File: config.mk
export PLATFORM = sky130hd
export DESIGN_NAME = mem_bus_arbiter
export DESIGN_NICKNAME = d
export VERILOG_FILES = /design/src/rtl/mem_bus_arbiter.sv
export SDC_FILE = /design/constraint.sdc
export NUM_CORES = 1
export LEC_CHECK = 0
export BUFFER_PORTS_ARGS = -buffer_cell sky130_fd_sc_hd__buf_2
export CORE_MARGIN = 5
export CORE_UTILIZATION = 50
export DETAILED_ROUTE_END_ITERATION = 8
export PLACE_DENSITY = 0.82
export SLEW_MARGIN = 20
export SYNTH_ARGS = -nofsm -noshare
export SYNTH_HDL_FRONTEND = slang
export SYNTH_SLANG_ARGS = --single-unit
File: constraint.sdc
create_clock -name clk -period 5 [get_ports clk]
set_input_delay 1.5 -clock clk [delete_from_list [all_inputs] [get_ports clk]]
set_output_delay 1.5 -clock clk [all_outputs]
set_load 0.05 [all_outputs]
File: src/rtl/mem_bus_arbiter.sv
`default_nettype none
// ==== mem_bus_arbiter: round-robin two-master sequencer for one memory port ====
// Revision 1.0 -- one access at a time, bounded by a timeout, all outputs registered.
module mem_bus_arbiter #(
  parameter int AW  = 16,
  parameter int DW  = 16,
  parameter int TMO = 15
) (
  input  logic          clk,
  input  logic          rstIn,
  input  logic          m0_rd,
  input  logic          m0_wr,
  input  logic [AW-1:0] m0_addr,
  input  logic [DW-1:0] m0_wdata,
  output logic [DW-1:0] m0_rdata,
  output logic          m0_mfc,
  input  logic          m1_rd,
  input  logic          m1_wr,
  input  logic [AW-1:0] m1_addr,
  input  logic [DW-1:0] m1_wdata,
  output logic [DW-1:0] m1_rdata,
  output logic          m1_mfc,
  output logic          mem_rd,
  output logic          mem_wr,
  output logic [AW-1:0] mem_addr,
  output logic [DW-1:0] mem_wdata,
  input  logic [DW-1:0] mem_rdata,
  input  logic          mem_rdy,
  output logic [1:0]    gnt,
  output logic          bus_err
);

  typedef enum logic [1:0] {
    S_IDLE = 2'd0,
    S_ACC  = 2'd1,
    S_ACK  = 2'd2
  } state_t;

  localparam logic [7:0] TMO_LAST = 8'(TMO - 1);

  state_t        state;
  logic          prio;
  logic          cur;
  logic          cur_wr;
  logic [7:0]    tmo_cnt;

  logic          req0;
  logic          req1;
  logic          pick;
  logic          cur_req;
  logic          sel_wr;
  logic [AW-1:0] sel_addr;
  logic [DW-1:0] sel_wdata;
  logic [DW-1:0] done_data;
  logic          acc_done;

  assign req0 = m0_rd | m0_wr;
  assign req1 = m1_rd | m1_wr;

  // Contention goes to the prio master; a lone requester always wins.
  assign pick      = (req0 && req1) ? prio : req1;
  assign cur_req   = cur ? req1 : req0;
  assign sel_wr    = pick ? m1_wr : m0_wr;
  assign sel_addr  = pick ? m1_addr : m0_addr;
  assign sel_wdata = pick ? m1_wdata : m0_wdata;
  assign done_data = mem_rdy ? mem_rdata : {DW{1'b1}};
  assign acc_done  = mem_rdy || (tmo_cnt == TMO_LAST);

  always_ff @(posedge clk or posedge rstIn) begin
    if (rstIn) begin
      state     <= S_IDLE;
      prio      <= 1'b0;
      cur       <= 1'b0;
      cur_wr    <= 1'b0;
      tmo_cnt   <= 8'd0;
      gnt       <= 2'b00;
      mem_rd    <= 1'b0;
      mem_wr    <= 1'b0;
      mem_addr  <= '0;
      mem_wdata <= '0;
      m0_rdata  <= '0;
      m1_rdata  <= '0;
      m0_mfc    <= 1'b0;
      m1_mfc    <= 1'b0;
      bus_err   <= 1'b0;
    end else begin
      bus_err <= 1'b0;
      case (state)
        S_IDLE: begin
          if (req0 || req1) begin
            cur       <= pick;
            cur_wr    <= sel_wr;
            mem_addr  <= sel_addr;
            mem_wdata <= sel_wdata;
            mem_wr    <= sel_wr;
            mem_rd    <= ~sel_wr;
            gnt       <= pick ? 2'b10 : 2'b01;
            tmo_cnt   <= 8'd0;
            state     <= S_ACC;
          end
        end
        S_ACC: begin
          if (acc_done) begin
            mem_rd <= 1'b0;
            mem_wr <= 1'b0;
            if (!cur_wr) begin
              if (cur) m1_rdata <= done_data;
              else     m0_rdata <= done_data;
            end
            if (!mem_rdy) bus_err <= 1'b1;
            // A master that withdrew during the access never sees mfc.
            if (cur_req) begin
              if (cur) m1_mfc <= 1'b1;
              else     m0_mfc <= 1'b1;
              state <= S_ACK;
            end else begin
              gnt   <= 2'b00;
              prio  <= ~cur;
              state <= S_IDLE;
            end
          end else begin
            tmo_cnt <= tmo_cnt + 8'd1;
          end
        end
        S_ACK: begin
          if (!cur_req) begin
            m0_mfc <= 1'b0;
            m1_mfc <= 1'b0;
            gnt    <= 2'b00;
            prio   <= ~cur;
            state  <= S_IDLE;
          end
        end
        default: state <= S_IDLE;
      endcase
    end
  end

endmodule
`default_nettype wire

### Word level (Yosys, flattened, before mapping)

Cells that the tools add are included.

* logic and storage cells: 87
* output and inout port bits: 71
* input port bits: 87
* register bits: 84

* $add $sub $neg: 1
* bitwise logic cells: 5
* equal/unequal tests: 10
* reduce and logical (&&, ||, !) cells: 17
* multiplexer cells: 39

Operators with widths (number)
* two-way mux 16 bit: 3
* two-way mux 1 bit: 18
* two-way mux 2 bit: 8
* two-way mux 8 bit: 2
* case mux 8 bit (2 select lines): 1
* inequality test 2 bit (second input constant): 7
* case mux 2 bit (3 select lines): 2
* AND reduction 3 bit: 4
* case mux 1 bit (2 select lines): 5
* AND reduction 5 bit: 2
* adder 8 x 1 -> 8 bit (second input constant): 1
* equality test 8 x 4 -> 1 bit (second input constant): 1
* AND reduction 4 bit: 2
* AND reduction 2 bit: 2
* nonzero test 2 bit: 2
* inverter 1 bit: 3
* nonzero test 3 bit: 1
* equality test 2 x 1 -> 1 bit (second input constant): 1
* equality test 2 bit (second input constant): 1
* logical NOT 2 bit: 1
* logical OR 1 bit: 2
* bitwise OR 1 bit: 2
* logical AND 1 bit: 1

### Logic depth before layout (Yosys ltp)

Gate-level depths: netlist of run 1.

* depth in word-level cells: 7
* mapped depth: 8
* depth with buffers taken out: 6

### Worst setup path after synthesis of run 1

Ideal clock, no wire load.

* kind: input-to-reg
* start: in m0_wr
* end: reg cur_wr
* path slack: 2.117 ns
* buffers on the path: 1
* data required time: 4.875 ns
* stages on the path: 4
* data arrival time: 2.759 ns
* library setup time: 0.125 ns
* cells stage by stage: or4_1 -> nand2_1 -> buf_2 -> mux2_2

* word-level cells in the longest chain between the ends: 4
* elaborated cells on any way between the ends: 6
* classes of those cells: 2 x mux; 1 x bitwise; 3 x reduce/logical

Ends and longest elaborated chain
* from (decl): RTL line 12 `input logic m0_wr,`
* bitwise OR 1 bit: RTL line 57 `assign req0 = m0_rd | m0_wr;`
* logical AND 1 bit: RTL line 61 `assign pick = (req0 && req1) ? prio : req1;`
* two-way mux 1 bit: RTL line 61
* two-way mux 1 bit: RTL line 63 `assign sel_wr = pick ? m1_wr : m0_wr;`
* to (signal assigned): RTL line 92 `cur_wr <= sel_wr;`
* to (decl): RTL line 44 `logic cur_wr;`

Parallel ways exist; a longest one is shown, timed or not.
A chain may end at the register's enable or synchronous reset.

### Final worst setup path of run 1

* start: in mem_rdy
* end: reg m1_rdata[0]

* word-level cells in the longest chain between the ends: 2
* elaborated cells on any way between the ends: 3
* classes of those cells: 1 x mux; 2 x reduce/logical

Ends and longest elaborated chain
* from (decl): RTL line 28 `input logic mem_rdy,`
* logical OR 1 bit: RTL line 67 `assign acc_done = mem_rdy || (tmo_cnt == TMO_LAST);`
* AND reduction 4 bit (no line)
* to (signal assigned): RTL line 107 `if (cur) m1_rdata <= done_data;`
* to (decl): RTL line 21 `output logic [DW-1:0] m1_rdata,`

Parallel ways exist; a longest one is shown, timed or not.

==> results.sh, run 1 <==
export IMPL_tightest_slew_ps=812
export IMPL_std_cell_rows=32
export IMPL_portBuffers=157
export IMPL_hold_buffers=0
export IMPL_drt_wl_total_mm=9.37
export IMPL_powerDensity_nw_per_um2=754
export IMPL_dieArea_um2=9840
export IMPL_clkSlewWorstSetupHoldPaths_ps=90
export IMPL_initial_core_util=0.515
export IMPL_cts_tree="done"
export IMPL_cts_root_buf="clkbuf_8"
export IMPL_slowest_stage="a22o_1"
export IMPL_diodes=0
export IMPL_hold_path_class="flop to flop"
export IMPL_critical_path_peak_fanout=18
export IMPL_report_final_slew_viol_count=0
export IMPL_drtPass1Iterations=5
export IMPL_final_area_um2=5040
export IMPL_finalSetupTns_ps=0
export IMPL_r2r_start="state[1]"
export IMPL_boundaryPins=158
export IMPL_fin_util=0.653
export IMPL_cts_repair_resize_count=0
export IMPL_holdPathStages=2
export IMPL_vias=3194
export IMPL_max_vdd_ir_drop_mv=0.451
export IMPL_path_class="primary input to flop"
export IMPL_async_reset_ff_frac=1.00
export IMPL_reg2regPathDepth=6
export IMPL_clk_path_buf_depth=2
export IMPL_synth_fp_nets=434
export IMPL_r2r_end="m1_rdata[0]"
export IMPL_grt_pass1_vias=3280
export IMPL_cts_buffers=9
export IMPL_clock_skew_ps=10.2
export IMPL_wl_per_cell_um=15.6
export IMPL_period_share=0.594
export IMPL_min_from="mem_wdata[1]"
export IMPL_dr_first_iter_drc_count=93
export IMPL_ys_flop_type="dfrtp_1"
export IMPL_vias_per_cell=5.31
export IMPL_area_growth_pct=26.8
export IMPL_cp_start_kind="primary input"
export IMPL_nets=587
export IMPL_p_leak_uw=0.00252
export IMPL_crit_chain="buf_2, a22o_1, nand3b_4, mux2_4"
export IMPL_dpl_hpwl_mm=7.08
export IMPL_layout_common_cells="buf_2 (157), dfrtp_1 (84), o21ai_0 (41)"
export IMPL_timing_slew_headroom=0.454
export IMPL_hold_end="mem_wdata[1]"
export IMPL_grt_overflow_total=0
export IMPL_syn_area_per_cell_um2=11.7
export IMPL_grt_max_degree=66
export IMPL_synthCells=341
export IMPL_cp_top_family="compound AO/OA/AOI/OAI gates"
export IMPL_r2r_setup_slack_ps=2400
export IMPL_grt_pass1_wl_mm=15.5
export IMPL_cts_sinks=84
export IMPL_yosys_warnings=0
export IMPL_final_common_cell="buf_2"
export IMPL_post_route_min_period_ps=2970
export IMPL_routabilityCongestion=0.850
export IMPL_synth_area_um2=3980
export IMPL_drc=0
export IMPL_finalSetupViolations=0
export IMPL_seq_area_frac_synth=0.529
export IMPL_max_stage_delay_ps=650
export IMPL_cp_num_buf_inv=1
export IMPL_antenna_found_initial=0
export IMPL_synth_cell_types=40
export IMPL_finalHoldViolCount=0
export IMPL_drv_cap=0
export IMPL_drive_gt1_frac=0.437
export IMPL_max_freq_mhz=336
export IMPL_clock_latency_ps=350
export IMPL_ctsHtreeMaxLevel=3
export IMPL_status="completed"
export IMPL_rsz0062_at_grt="no"
export IMPL_core_um2=7730
export IMPL_die_w_um=99.2
export IMPL_synth_edf_count=0
export IMPL_ant_nets=0
export IMPL_fp_dieH_um=99.2
export IMPL_cp_data_required_time_ps=5240
export IMPL_post_cts_buffers=0
export IMPL_track_usage=0.193
export IMPL_crit_arrival_ps=3220
export IMPL_end_kind="flop"
export IMPL_synth_seq_cells=84
export IMPL_place_area_um2=4820
## cells by family after synthesis
family / after synthesis / share of synthesized area
buffers and inverters: 27 / 0.0365
adders and majority gates: 6 / 0.0189
DFF: 84 / 0.529
muxes: 67 / 0.192
AOI/OAI and AO/OA: 70 / 0.104
and+or+nand+nor: 87 / 0.121
## cells in the mapped netlist (all sizes together), types with 2 or more instances
cell type / instances / area share
nor3: 2 / 0.0025
nand4: 2 / 0.0031
mux2: 33 / 0.10
mux2i: 34 / 0.089
nand3: 2 / 0.0025
o31ai: 6 / 0.011
a22o: 2 / 0.0044
nand2b: 19 / 0.030
o2bb2ai: 3 / 0.0066
o21ai: 41 / 0.052
clkbuf: 5 / 0.0047
a31oi: 2 / 0.0031
and4: 2 / 0.0044
nor2b: 2 / 0.0031
dfrtp: 84 / 0.53
buf: 13 / 0.023
ha: 6 / 0.019
nand2: 37 / 0.037
nor2: 7 / 0.0066
or4: 8 / 0.015
inv: 9 / 0.0085
a21oi: 9 / 0.011
## state kept, by name (all words and copies together), names as in the netlist, 2 cells and up
name / count
m1_rdata: 16
gnt: 2
mem_wdata: 16
mem_addr: 16
tmo_cnt: 8
state: 2
m0_rdata: 16
## worst min-delay path: cells and delay by family (launching register included)
family	cells	cell delay (ps)
flops	1	350
compound gates	1	60
simple gates	1	40
## power by group
part	internal, µW	switching (µW)	leakage, µW
logic	582	1510	0.00141
clock network	285	251	0.000110
registers	983	188	0.00100
## cell type report
class	count	area (µm²)
fill	617	2690
multi-input combinational	230	1750
inverter	9	36.3
sequential	84	2100
clock buffer	9	124
timing repair buffer	160	808
tap	102	128
clock inverter	7	98.8
## worst max-delay path by stage
stage	start	to	slack, ps	cells past startpoint
after detailed placement	mem_rdy	m1_rdata[0]	1670	4
after floorplan	rstIn	bus_err	1330	1
after global placement	mem_rdy	m1_rdata[3]	1760	4
after CTS	mem_rdy	m1_rdata[4]	2050	4
final	mem_rdy	m1_rdata[0]	2030	4
after global routing	mem_rdy	m1_rdata[7]	1880	4
## per-stage QoR
step / cells / setup slack, ps / hold WS, ps / power, µW
global route: 601 / 1880 / 504 / 4020
CTS: 601 / 2050 / 487 / 3840
global placement: 585 / 1760 / 459 / 3240
floorplan: 341 / 1330 / 499 / 2820
detailed placement: 585 / 1670 / 466 / 3300
finish: 601 / 2030 / 486 / 3800
## routing by layer
layer  vias to the layer above  global-route usage  routed length [µm]
li1                       1516                   -                   -
met3                        16              0.0379                 761
met2                       137               0.315                4490
met1                      1525               0.255                3940
met5                         -                   0                   0
met4                         0              0.0746                 174
(Power assumes the default switching activity.)
==> run 2, diff against run 1 <==
--- a/config.mk
+++ b/config.mk
@@ -7,9 +7,9 @@
 export LEC_CHECK = 0
 export BUFFER_PORTS_ARGS = -buffer_cell sky130_fd_sc_hd__buf_2
 export CORE_MARGIN = 5
-export CORE_UTILIZATION = 50
+export CORE_UTILIZATION = 49
 export DETAILED_ROUTE_END_ITERATION = 8
-export PLACE_DENSITY = 0.82
+export PLACE_DENSITY = 0.81
 export SLEW_MARGIN = 20
 export SYNTH_ARGS = -nofsm -noshare
 export SYNTH_HDL_FRONTEND = slang
==> constraint.sdc (replaced) <==
create_clock -name clk -period 2.9 [get_ports clk]
set_input_delay 0.87 -clock clk [delete_from_list [all_inputs] [get_ports clk]]
set_output_delay 0.87 -clock clk [all_outputs]
set_load 0.05 [all_outputs]
==> run 2 against run 1 <==
Compared with the run above: sequential share of layout area is 0.70 points lower; first-iteration DRC count down 37%; die area rose by 1.8%; sequential power is 72% higher; combinational power grew 75%; largest cell class unchanged; highest routed layer unchanged.
==> results.sh, run 2 (synthesis gave the netlist of run 1 again) <==
export IMPL_status="completed"
export IMPL_final_area_um2=5130
export IMPL_finalSetupTns_ps=0
export IMPL_cp_num_buf_inv=1
export IMPL_grt_pass1_wl_mm=15.4
export IMPL_cp_data_required_time_ps=3110
export IMPL_clkSlewWorstSetupHoldPaths_ps=80
export IMPL_hold_buffers=0
export IMPL_grt_max_degree=65
export IMPL_fillerInstances=615
export IMPL_vias=3159
export IMPL_dieArea_um2=10000
export IMPL_cp_start_kind="flop"
export IMPL_finalSetupViolations=0
export IMPL_cp_top_family="simple AND/OR/NAND/NOR gates"
export IMPL_routabilityCongestion=0.824
export IMPL_max_vdd_ir_drop_mv=0.669
export IMPL_boundaryPins=158
export IMPL_dr_first_iter_drc_count=59
export IMPL_max_freq_mhz=429
export IMPL_finalHoldViolCount=0
export IMPL_cts_buffers=9
export IMPL_p_leak_uw=0.00257
export IMPL_dpl_hpwl_mm=7.19
export IMPL_drtPass1Iterations=4
export IMPL_grt_pass1_vias=3319
export IMPL_end_kind="flop"
export IMPL_final_common_cell="buf_2"
export IMPL_r2r_start="tmo_cnt[0]"
export IMPL_drive_gt1_frac=0.442
export IMPL_portBuffers=157
export IMPL_slowest_stage="a22o_1"
export IMPL_max_stage_delay_ps=470
export IMPL_hold_path_class="primary input to asynchronous set/reset pin"
export IMPL_period_share=0.804
export IMPL_powerDensity_nw_per_um2=1310
export IMPL_timing_slew_headroom=0.632
export IMPL_fp_dieH_um=100
export IMPL_drc=0
export IMPL_critical_path_peak_fanout=16
export IMPL_cts_sinks=84
export IMPL_ant_nets=0
export IMPL_r2r_end="m1_rdata[2]"
export IMPL_nets=593
export IMPL_cts_tree="done"
export IMPL_whs_ps=474
export IMPL_wl_per_cell_um=15.6
export IMPL_track_usage=0.189
export IMPL_vias_per_cell=5.20
export IMPL_multi_input_area_um2=1750
export IMPL_std_cell_rows=32
export IMPL_layout_common_cells="buf_2 (157), dfrtp_1 (84), o21ai_0 (41)"
export IMPL_post_cts_buffers=0
export IMPL_grt_overflow_total=0
export IMPL_drt_wl_total_mm=9.48
export IMPL_cts_repair_resize_count=0
export IMPL_crit_arrival_ps=2540
export IMPL_core_um2=7810
export IMPL_clock_latency_ps=330
export IMPL_area_growth_pct=29.0
export IMPL_drv_cap=0
export IMPL_r2r_setup_slack_ps=570
export IMPL_die_w_um=100
export IMPL_diodes=0
export IMPL_tightest_slew_ps=552
export IMPL_clk_path_buf_depth=2
export IMPL_clock_skew_ps=10.1
export IMPL_cts_root_buf="clkbuf_8"
export IMPL_report_final_slew_viol_count=0
export IMPL_reg2regPathDepth=6
export IMPL_regArea_um2=2100
export IMPL_rsz0062_at_grt="no"
export IMPL_place_area_um2=4880
export IMPL_post_route_min_period_ps=2330
export IMPL_crit_chain="inv_1, ha_1, and4b_1, a22o_1, nand3b_4, mux2_4"
export IMPL_path_class="flop to flop"
export IMPL_antenna_found_initial=0
export IMPL_initial_core_util=0.509
export IMPL_ctsHtreeMaxLevel=3
-- run 2: through the flow --
stage / total power [µW] / util / setup WS, ps / std cells
floorplan: 4860 / - / 647 / 341
global placement: 5650 / 0.625 / 553 / 591
detailed placement: 5750 / 0.625 / 512 / 591
CTS: 6770 / 0.657 / 590 / 607
global route: 7080 / 0.657 / 444 / 607
finish: 6710 / 0.657 / 568 / 607
-- run 2: area by class of cell --
cell class / instances / area share
Multi-Input combinational cell: 230 / 0.340
Timing Repair Buffer: 166 / 0.169
Clock buffer: 12 / 0.0303
Sequential cell: 84 / 0.410
Clock inverter: 4 / 0.0185
Inverter: 9 / 0.00732
Tap cell: 102 / 0.0249
-- run 2: layer usage --
layer / up-vias / track usage / part of all wire
li1: 1527 / - / -
met1: 1482 / 0.243 / 0.42
met4: 0 / 0.0591 / 0.0076
met3: 9 / 0.0466 / 0.090
met5: - / 0 / 0
met2: 141 / 0.315 / 0.48
-- run 2: worst max path at each step --
stage | start | to | slack (ps) | depth (start not counted)
6_report | tmo_cnt[0] | m1_rdata[2] | 570 | 6
5_1_grt | tmo_cnt[0] | m1_rdata[7] | 440 | 6
4_1_cts | tmo_cnt[0] | m1_rdata[5] | 590 | 6
3_5_place_dp | m0_wr | tmo_cnt[7] | 510 | 5
3_3_place_gp | m0_wr | tmo_cnt[7] | 550 | 5
2_1_floorplan | m0_wr | cur_wr | 650 | 4
-- run 2: power breakdown --
part / switching, µW / total, µW / internal, µW
Sequential: 318 / 2010 / 1700
Clock: 397 / 1020 / 619
Combinational: 2630 / 3680 / 1050
Total: 3350 / 6710 / 3360
